File: src/rtl/motor_spi_pwm.sv
// SPI-commanded multi-channel signed PWM motor driver with H-bridge direction outputs.
// Optional watchdog enabled by defining WATCHDOG_EN.
module motor_spi_pwm #(
   parameter int unsigned NUM_CH      = 2,
   parameter int unsigned DUTY_W      = 8,
   parameter int unsigned PRESCALE    = 1,
   parameter int unsigned WDOG_CYCLES = 1000000
) (
   input  logic              clk,
   input  logic              reset,
   input  logic              sck,
   input  logic              sdi,
   input  logic              load,
   output logic              sdo,
   output logic [NUM_CH-1:0] en,
   output logic [NUM_CH-1:0] dir_a,
   output logic [NUM_CH-1:0] dir_b,
   output logic              frame_err,
   output logic              wdog_trip
);

   localparam int unsigned FrameW = NUM_CH * DUTY_W;
   localparam int unsigned CntW   = $clog2(FrameW + 2);
   localparam int unsigned MagW   = DUTY_W - 1;
   localparam int unsigned PreW   = (PRESCALE > 1) ? $clog2(PRESCALE) : 1;
   localparam logic [MagW-1:0] MagFull = {MagW{1'b1}};
   // Last PWM count is P-1 = 2^MagW - 2
   localparam logic [MagW-1:0] PwmLast = {{(MagW-1){1'b1}}, 1'b0};
   localparam logic [DUTY_W-1:0] CmdMin = {1'b1, {(DUTY_W-1){1'b0}}};

   logic [2:0]        sck_q, load_q;
   logic [1:0]        sdi_q;
   logic [FrameW-1:0] shift_q, shift_d;
   logic [CntW-1:0]   cnt_q, cnt_d;
   logic [FrameW-1:0] shadow_q, shadow_d;
   logic [FrameW-1:0] active_q, active_d;
   logic [PreW-1:0]   pre_q, pre_d;
   logic [MagW-1:0]   pwm_q, pwm_d;
   logic [NUM_CH-1:0] en_q, en_d, dira_q, dira_d, dirb_q, dirb_d;
   logic              ferr_q, ferr_d;
   logic              sck_rise, load_rise, load_fall, shift_en, commit, tick, wrap;

   logic [DUTY_W-1:0] cmd [NUM_CH];
   logic [MagW-1:0]   mag [NUM_CH];

   assign sck_rise  = sck_q[1] & ~sck_q[2];
   assign load_rise = load_q[1] & ~load_q[2];
   assign load_fall = ~load_q[1] & load_q[2];
   // load_q[2] keeps a bit that coincides with the load falling edge
   assign shift_en  = sck_rise & (load_q[1] | load_q[2]);

`ifdef WATCHDOG_EN
   localparam int unsigned WdogW = $clog2(WDOG_CYCLES + 1);
   logic [WdogW-1:0] wdog_q, wdog_d;
   logic             trip_q, trip_d;
`else
   logic unused_wdog;
   assign unused_wdog = ^WDOG_CYCLES;
`endif

   always_comb begin
      shift_d = shift_q;
      cnt_d   = load_rise ? '0 : cnt_q;
      if (shift_en) begin
         shift_d = {shift_q[FrameW-2:0], sdi_q[1]};
         if (cnt_d != CntW'(FrameW + 1)) cnt_d = cnt_d + 1'b1;
      end
      commit = load_fall && (cnt_d == CntW'(FrameW));
      ferr_d = load_fall && !commit;

      tick  = (pre_q == PreW'(PRESCALE - 1));
      pre_d = tick ? '0 : pre_q + 1'b1;
      wrap  = tick && (pwm_q == PwmLast);
      pwm_d = pwm_q;
      if (tick) pwm_d = wrap ? '0 : pwm_q + 1'b1;

      shadow_d = commit ? shift_d : shadow_q;
      active_d = wrap ? shadow_q : active_q;

`ifdef WATCHDOG_EN
      wdog_d = wdog_q;
      trip_d = trip_q;
      if (commit) begin
         wdog_d = '0;
         trip_d = 1'b0;
      end else if (wdog_q != WdogW'(WDOG_CYCLES)) begin
         wdog_d = wdog_q + 1'b1;
         if (wdog_d == WdogW'(WDOG_CYCLES)) begin
            trip_d   = 1'b1;
            shadow_d = '0;
            active_d = '0;
         end
      end
`endif
   end

   // Outputs are registered from next-state values so they track the counter without lag
   always_comb begin
      en_d   = '0;
      dira_d = '0;
      dirb_d = '0;
      for (int i = 0; i < NUM_CH; i++) begin
         cmd[i] = active_d[(NUM_CH-1-i)*DUTY_W +: DUTY_W];
         if (cmd[i] == CmdMin) mag[i] = MagFull;
         else if (cmd[i][DUTY_W-1]) mag[i] = MagW'(~cmd[i] + 1'b1);
         else mag[i] = cmd[i][MagW-1:0];
         en_d[i]   = (pwm_d < mag[i]);
         dira_d[i] = !cmd[i][DUTY_W-1] && (cmd[i] != '0);
         dirb_d[i] = cmd[i][DUTY_W-1];
      end
   end

   always_ff @(posedge clk) begin
      if (reset) begin
         sck_q    <= '0;
         sdi_q    <= '0;
         load_q   <= '0;
         shift_q  <= '0;
         cnt_q    <= '0;
         shadow_q <= '0;
         active_q <= '0;
         pre_q    <= '0;
         pwm_q    <= '0;
         en_q     <= '0;
         dira_q   <= '0;
         dirb_q   <= '0;
         ferr_q   <= 1'b0;
      end else begin
         sck_q    <= {sck_q[1:0], sck};
         sdi_q    <= {sdi_q[0], sdi};
         load_q   <= {load_q[1:0], load};
         shift_q  <= shift_d;
         cnt_q    <= cnt_d;
         shadow_q <= shadow_d;
         active_q <= active_d;
         pre_q    <= pre_d;
         pwm_q    <= pwm_d;
         en_q     <= en_d;
         dira_q   <= dira_d;
         dirb_q   <= dirb_d;
         ferr_q   <= ferr_d;
      end
   end

`ifdef WATCHDOG_EN
   always_ff @(posedge clk) begin
      if (reset) begin
         wdog_q <= '0;
         trip_q <= 1'b0;
      end else begin
         wdog_q <= wdog_d;
         trip_q <= trip_d;
      end
   end
   assign wdog_trip = trip_q;
`else
   assign wdog_trip = 1'b0;
`endif

   assign sdo       = shift_q[FrameW-1];
   assign en        = en_q;
   assign dir_a     = dira_q;
   assign dir_b     = dirb_q;
   assign frame_err = ferr_q;

endmodule

File: config.mk
export PLATFORM = sky130hd
export DESIGN_NAME = motor_spi_pwm
export DESIGN_NICKNAME = d
export VERILOG_FILES = /design/src/rtl/motor_spi_pwm.sv
export SDC_FILE = /design/constraint.sdc
export NUM_CORES = 1
export LEC_CHECK = 0
export ABC_AREA = 1
export CAP_MARGIN = 15
export CORE_MARGIN = 8
export CORE_UTILIZATION = 51
export CTS_BUF_LIST = sky130_fd_sc_hd__clkbuf_8
export CTS_CLUSTER_SIZE = 40
export DETAILED_ROUTE_END_ITERATION = 12
export HOLD_SLACK_MARGIN = 0.03
export PLACE_DENSITY = 0.69
export SLEW_MARGIN = 20
export SYNTH_ARGS = -nofsm -noshare
export SYNTH_HDL_FRONTEND = slang
export SYNTH_SLANG_ARGS = --single-unit
File: constraint.sdc
create_clock -name clk -period 2.9 [get_ports clk]
set_input_delay 0.58 -clock clk [delete_from_list [all_inputs] [get_ports clk]]
set_output_delay 0.58 -clock clk [all_outputs]
set_load 0.05 [all_outputs]
==> results of run 1 <==
## power breakdown
part,total [W],internal [W],leakage [nW],switching (W)
Combinational,0.000109,0.0000347,1.26,0.0000748
Clock,0.000771,0.000407,0.105,0.000364
Sequential,0.00104,0.00103,0.599,0.00000699
## worst paths after layout
check / endpoint
max: en[0]
min: load_q[1]
max reg2reg: en[0]
min reg2reg: load_q[1]
## flip-flops by register name (all words and copies together) (netlist names)
name	count
dir_a	2
dir_b	1
frame_err	1
sdi_q	2
pwm_q	7
en	2
cnt_q	5
active_q	15
shift_q	16
sck_q	3
shadow_q	16
load_q	3
pre_q	1
## per-layer routing
layer | part of all wire (%) | GRT usage (%)
met5 | 0 | 0
met4 | 1.4 | 6.76
met3 | 3.1 | 3.23
met2 | 47 | 26.1
met1 | 48 | 17.6
## final cells by class
type	count	area, sq um
fill	710	3070
multi-input combinational	358	1830
clock inverter	5	47.5
tap	99	124
sequential	74	1480
timing repair buffer	17	153
inverter	87	332
clock buffer	10	138
## cell usage after synthesis (2+ instances only)
library cell and count:
nor2_4 2, o21ai_0 29, buf_4 3, nor2_2 2, o21bai_1 2, mux2i_1 2
nand4_1 19, buf_2 4, nand2_1 115, a21oi_1 12, a211oi_1 2, xor2_1 3
and3_1 3, inv_2 2, and2_1 2, nor3b_1 2, nor3_1 7, o211ai_1 4
clkbuf_1 10, buf_6 2, nand3_1 23, inv_1 83, nor2_1 92, ha_1 18
nor4_1 5, nand2_2 6, dfxtp_1 74
## cells by family after synthesis
group,synth area share [%]
flip-flops,39.8
buffers and inverters,11.7
AND/OR/NAND/NOR,33.7
adder cells (fa/ha/maj),6.05
multiplexers,0.538
other,0.101
XOR/XNOR,0.706
AO/OA/AOI/OAI,7.43
## metrics by stage
stage	cells	util [%]	setup WS, ns	hold WS [ns]	TNS (ns)
floorplan	539	-	0.377	0.388	0
global placement	635	54.3	0.240	0.398	0
detailed placement	635	54.3	0.130	0.394	0
CTS	650	56.9	0.101	0.403	0
global route	650	57.2	-0.0450	0.435	-0.0450
finish	650	57.2	0.204	0.401	0
## placed cells by master (no fill, tap or decap), drive strengths merged, types with 5 or more instances in the layout
master	count
a21oi	12
nor4	5
clkdlybuf4s50	11
inv	88
ha	18
dfxtp	74
nor2	97
clkbuf	10
nor3	7
nand4	19
buf	6
nand3	25
nand2	122
o21ai	30
## critical path: stages (launching register included)
cell and delay (ns):
dfxtp_1 0.33, inv_1 0.08, ha_1 0.14, nand2_1 0.05
nor2_1 0.15, nand2_2 0.10, inv_4 0.11, nand2_1 0.06
o21ai_1 0.16, ha_1 0.23, nand3_1 0.08, nor2_1 0.18
nand3_1 0.13, nand3_1 0.08, o21ai_0 0.09, ha_1 0.31
nand2_1 0.07, o211ai_1 0.19, a21oi_1 0.05
==> flow_metrics.env, run 1 <==
export IMPL_clkSinkCount=74
export IMPL_synth_top_area_share_pct=39.8
export IMPL_dpl_hpwl_um=5300
export IMPL_antenna_found_initial=0
export IMPL_grt_pass1_wl_um=12500
export IMPL_worst_ep_required_time_ns=3.13
export IMPL_num_rows=31
export IMPL_grt_use_total_pct=15.2
export IMPL_post_cts_buffers=0
export IMPL_root_buffer="clkbuf_8"
export IMPL_place_congestion=0.899
export IMPL_regToRegStartpoint="pwm_q[0]"
export IMPL_synth_area_leaders="dfxtp_1, nand2_1, nor2_1, inv_1, ha_1"
export IMPL_core_area_sq_mm=0.00718
export IMPL_p_leak_nw=1.97
export IMPL_ys_seq_area_share_pct=39.8
export IMPL_initial_core_util_pct=51.9
export IMPL_die_h_um=101
export IMPL_routed_wl_um=7200
export IMPL_critPathMaxFanout=9
export IMPL_hold_depth=2
export IMPL_cts_buffer_depth=2
export IMPL_ctsResizeCount=0
export IMPL_ys_types=37
export IMPL_cp_startpoint="pwm_q[0]"
export IMPL_cts_clk_slew_worst_paths_ns=0.07
export IMPL_synth_avg_cell_area_sq_um=6.92
export IMPL_drv_slew=0
export IMPL_place_area_sq_mm=0.00390
export IMPL_grt_setup_unrepaired="true"
export IMPL_arrival_ns=2.93
export IMPL_worstMarginPinSlew_ns=0.661
export IMPL_grt_max_degree=30
export IMPL_yosysWarnings=0
export IMPL_ys_flop_type="dfxtp_1"
export IMPL_ios=14
export IMPL_drc=0
export IMPL_synth_seq_cells=74
export IMPL_min_period_ns=2.70
export IMPL_async_reset_ff_share_pct=0
export IMPL_design_area_sq_mm=0.00410
export IMPL_fin_total_pwr_w=0.00192
export IMPL_first_pass_iters=5
export IMPL_p_per_area_mw_per_mm2=468
export IMPL_die_area_sq_mm=0.0103
export IMPL_htree_num_levels=3
export IMPL_ant_nets=0
export IMPL_synth_largest_area_cell="dfxtp_1"
export IMPL_netlist_instances=538
export IMPL_maxCapViolations=0
export IMPL_fin_skew_ns=0.00656
export IMPL_finalHoldViolCount=0
export IMPL_end_kind="flip-flop"
export IMPL_start_kind="flip-flop"
export IMPL_maxSlewHeadroom_pct=55.9
export IMPL_period_share_pct=93.0
export IMPL_holdCritPathClass="reg -> reg"
export IMPL_holdCritStartpoint="load_q[0]"
export IMPL_vias=3104
export IMPL_clk_latency_ns=0.34
export IMPL_ir_drop_mv=0.325
export IMPL_port_buffer_count=12
export IMPL_ctsHoldBuffers=0
export IMPL_globalRouteOverflowTotal=0
export IMPL_die_w_um=101
export IMPL_setup_viol=0
export IMPL_wire_per_inst_um=11.1
export IMPL_tritoncts="done"
export IMPL_rrSetupSlack_ns=0.20
export IMPL_final_layout_size_suffix_gt1_share_pct=7.44
export IMPL_vias_per_cell=4.78
export IMPL_final_nets=570
export IMPL_numCtsBuffers=9
export IMPL_num_antenna_cells=0
export IMPL_critPathKind="reg -> reg"
export IMPL_area_delta_synth_final_pct=10.1
export IMPL_reg2reg_depth=18
export IMPL_outcome="finished clean"
export IMPL_syn_cell_area_sq_mm=0.00372
export IMPL_fmax_mhz=371
export IMPL_synth_edf_count=0
export IMPL_drt_initial_drc_count=124
export IMPL_first_global_vias=2867
(Power assumes the default switching activity.)
==> run 2: changes to the inputs <==
Settings changed: CAP_MARGIN 15 to 20.
==> results of run 2 <==
Final layout, timing and power as in run 1 (identical DEF).
==> run 3: changes to the inputs <==
Settings changed: HOLD_SLACK_MARGIN 0.03 to default.
==> results of run 3 <==
Final layout, timing and power as in run 1 (identical DEF).
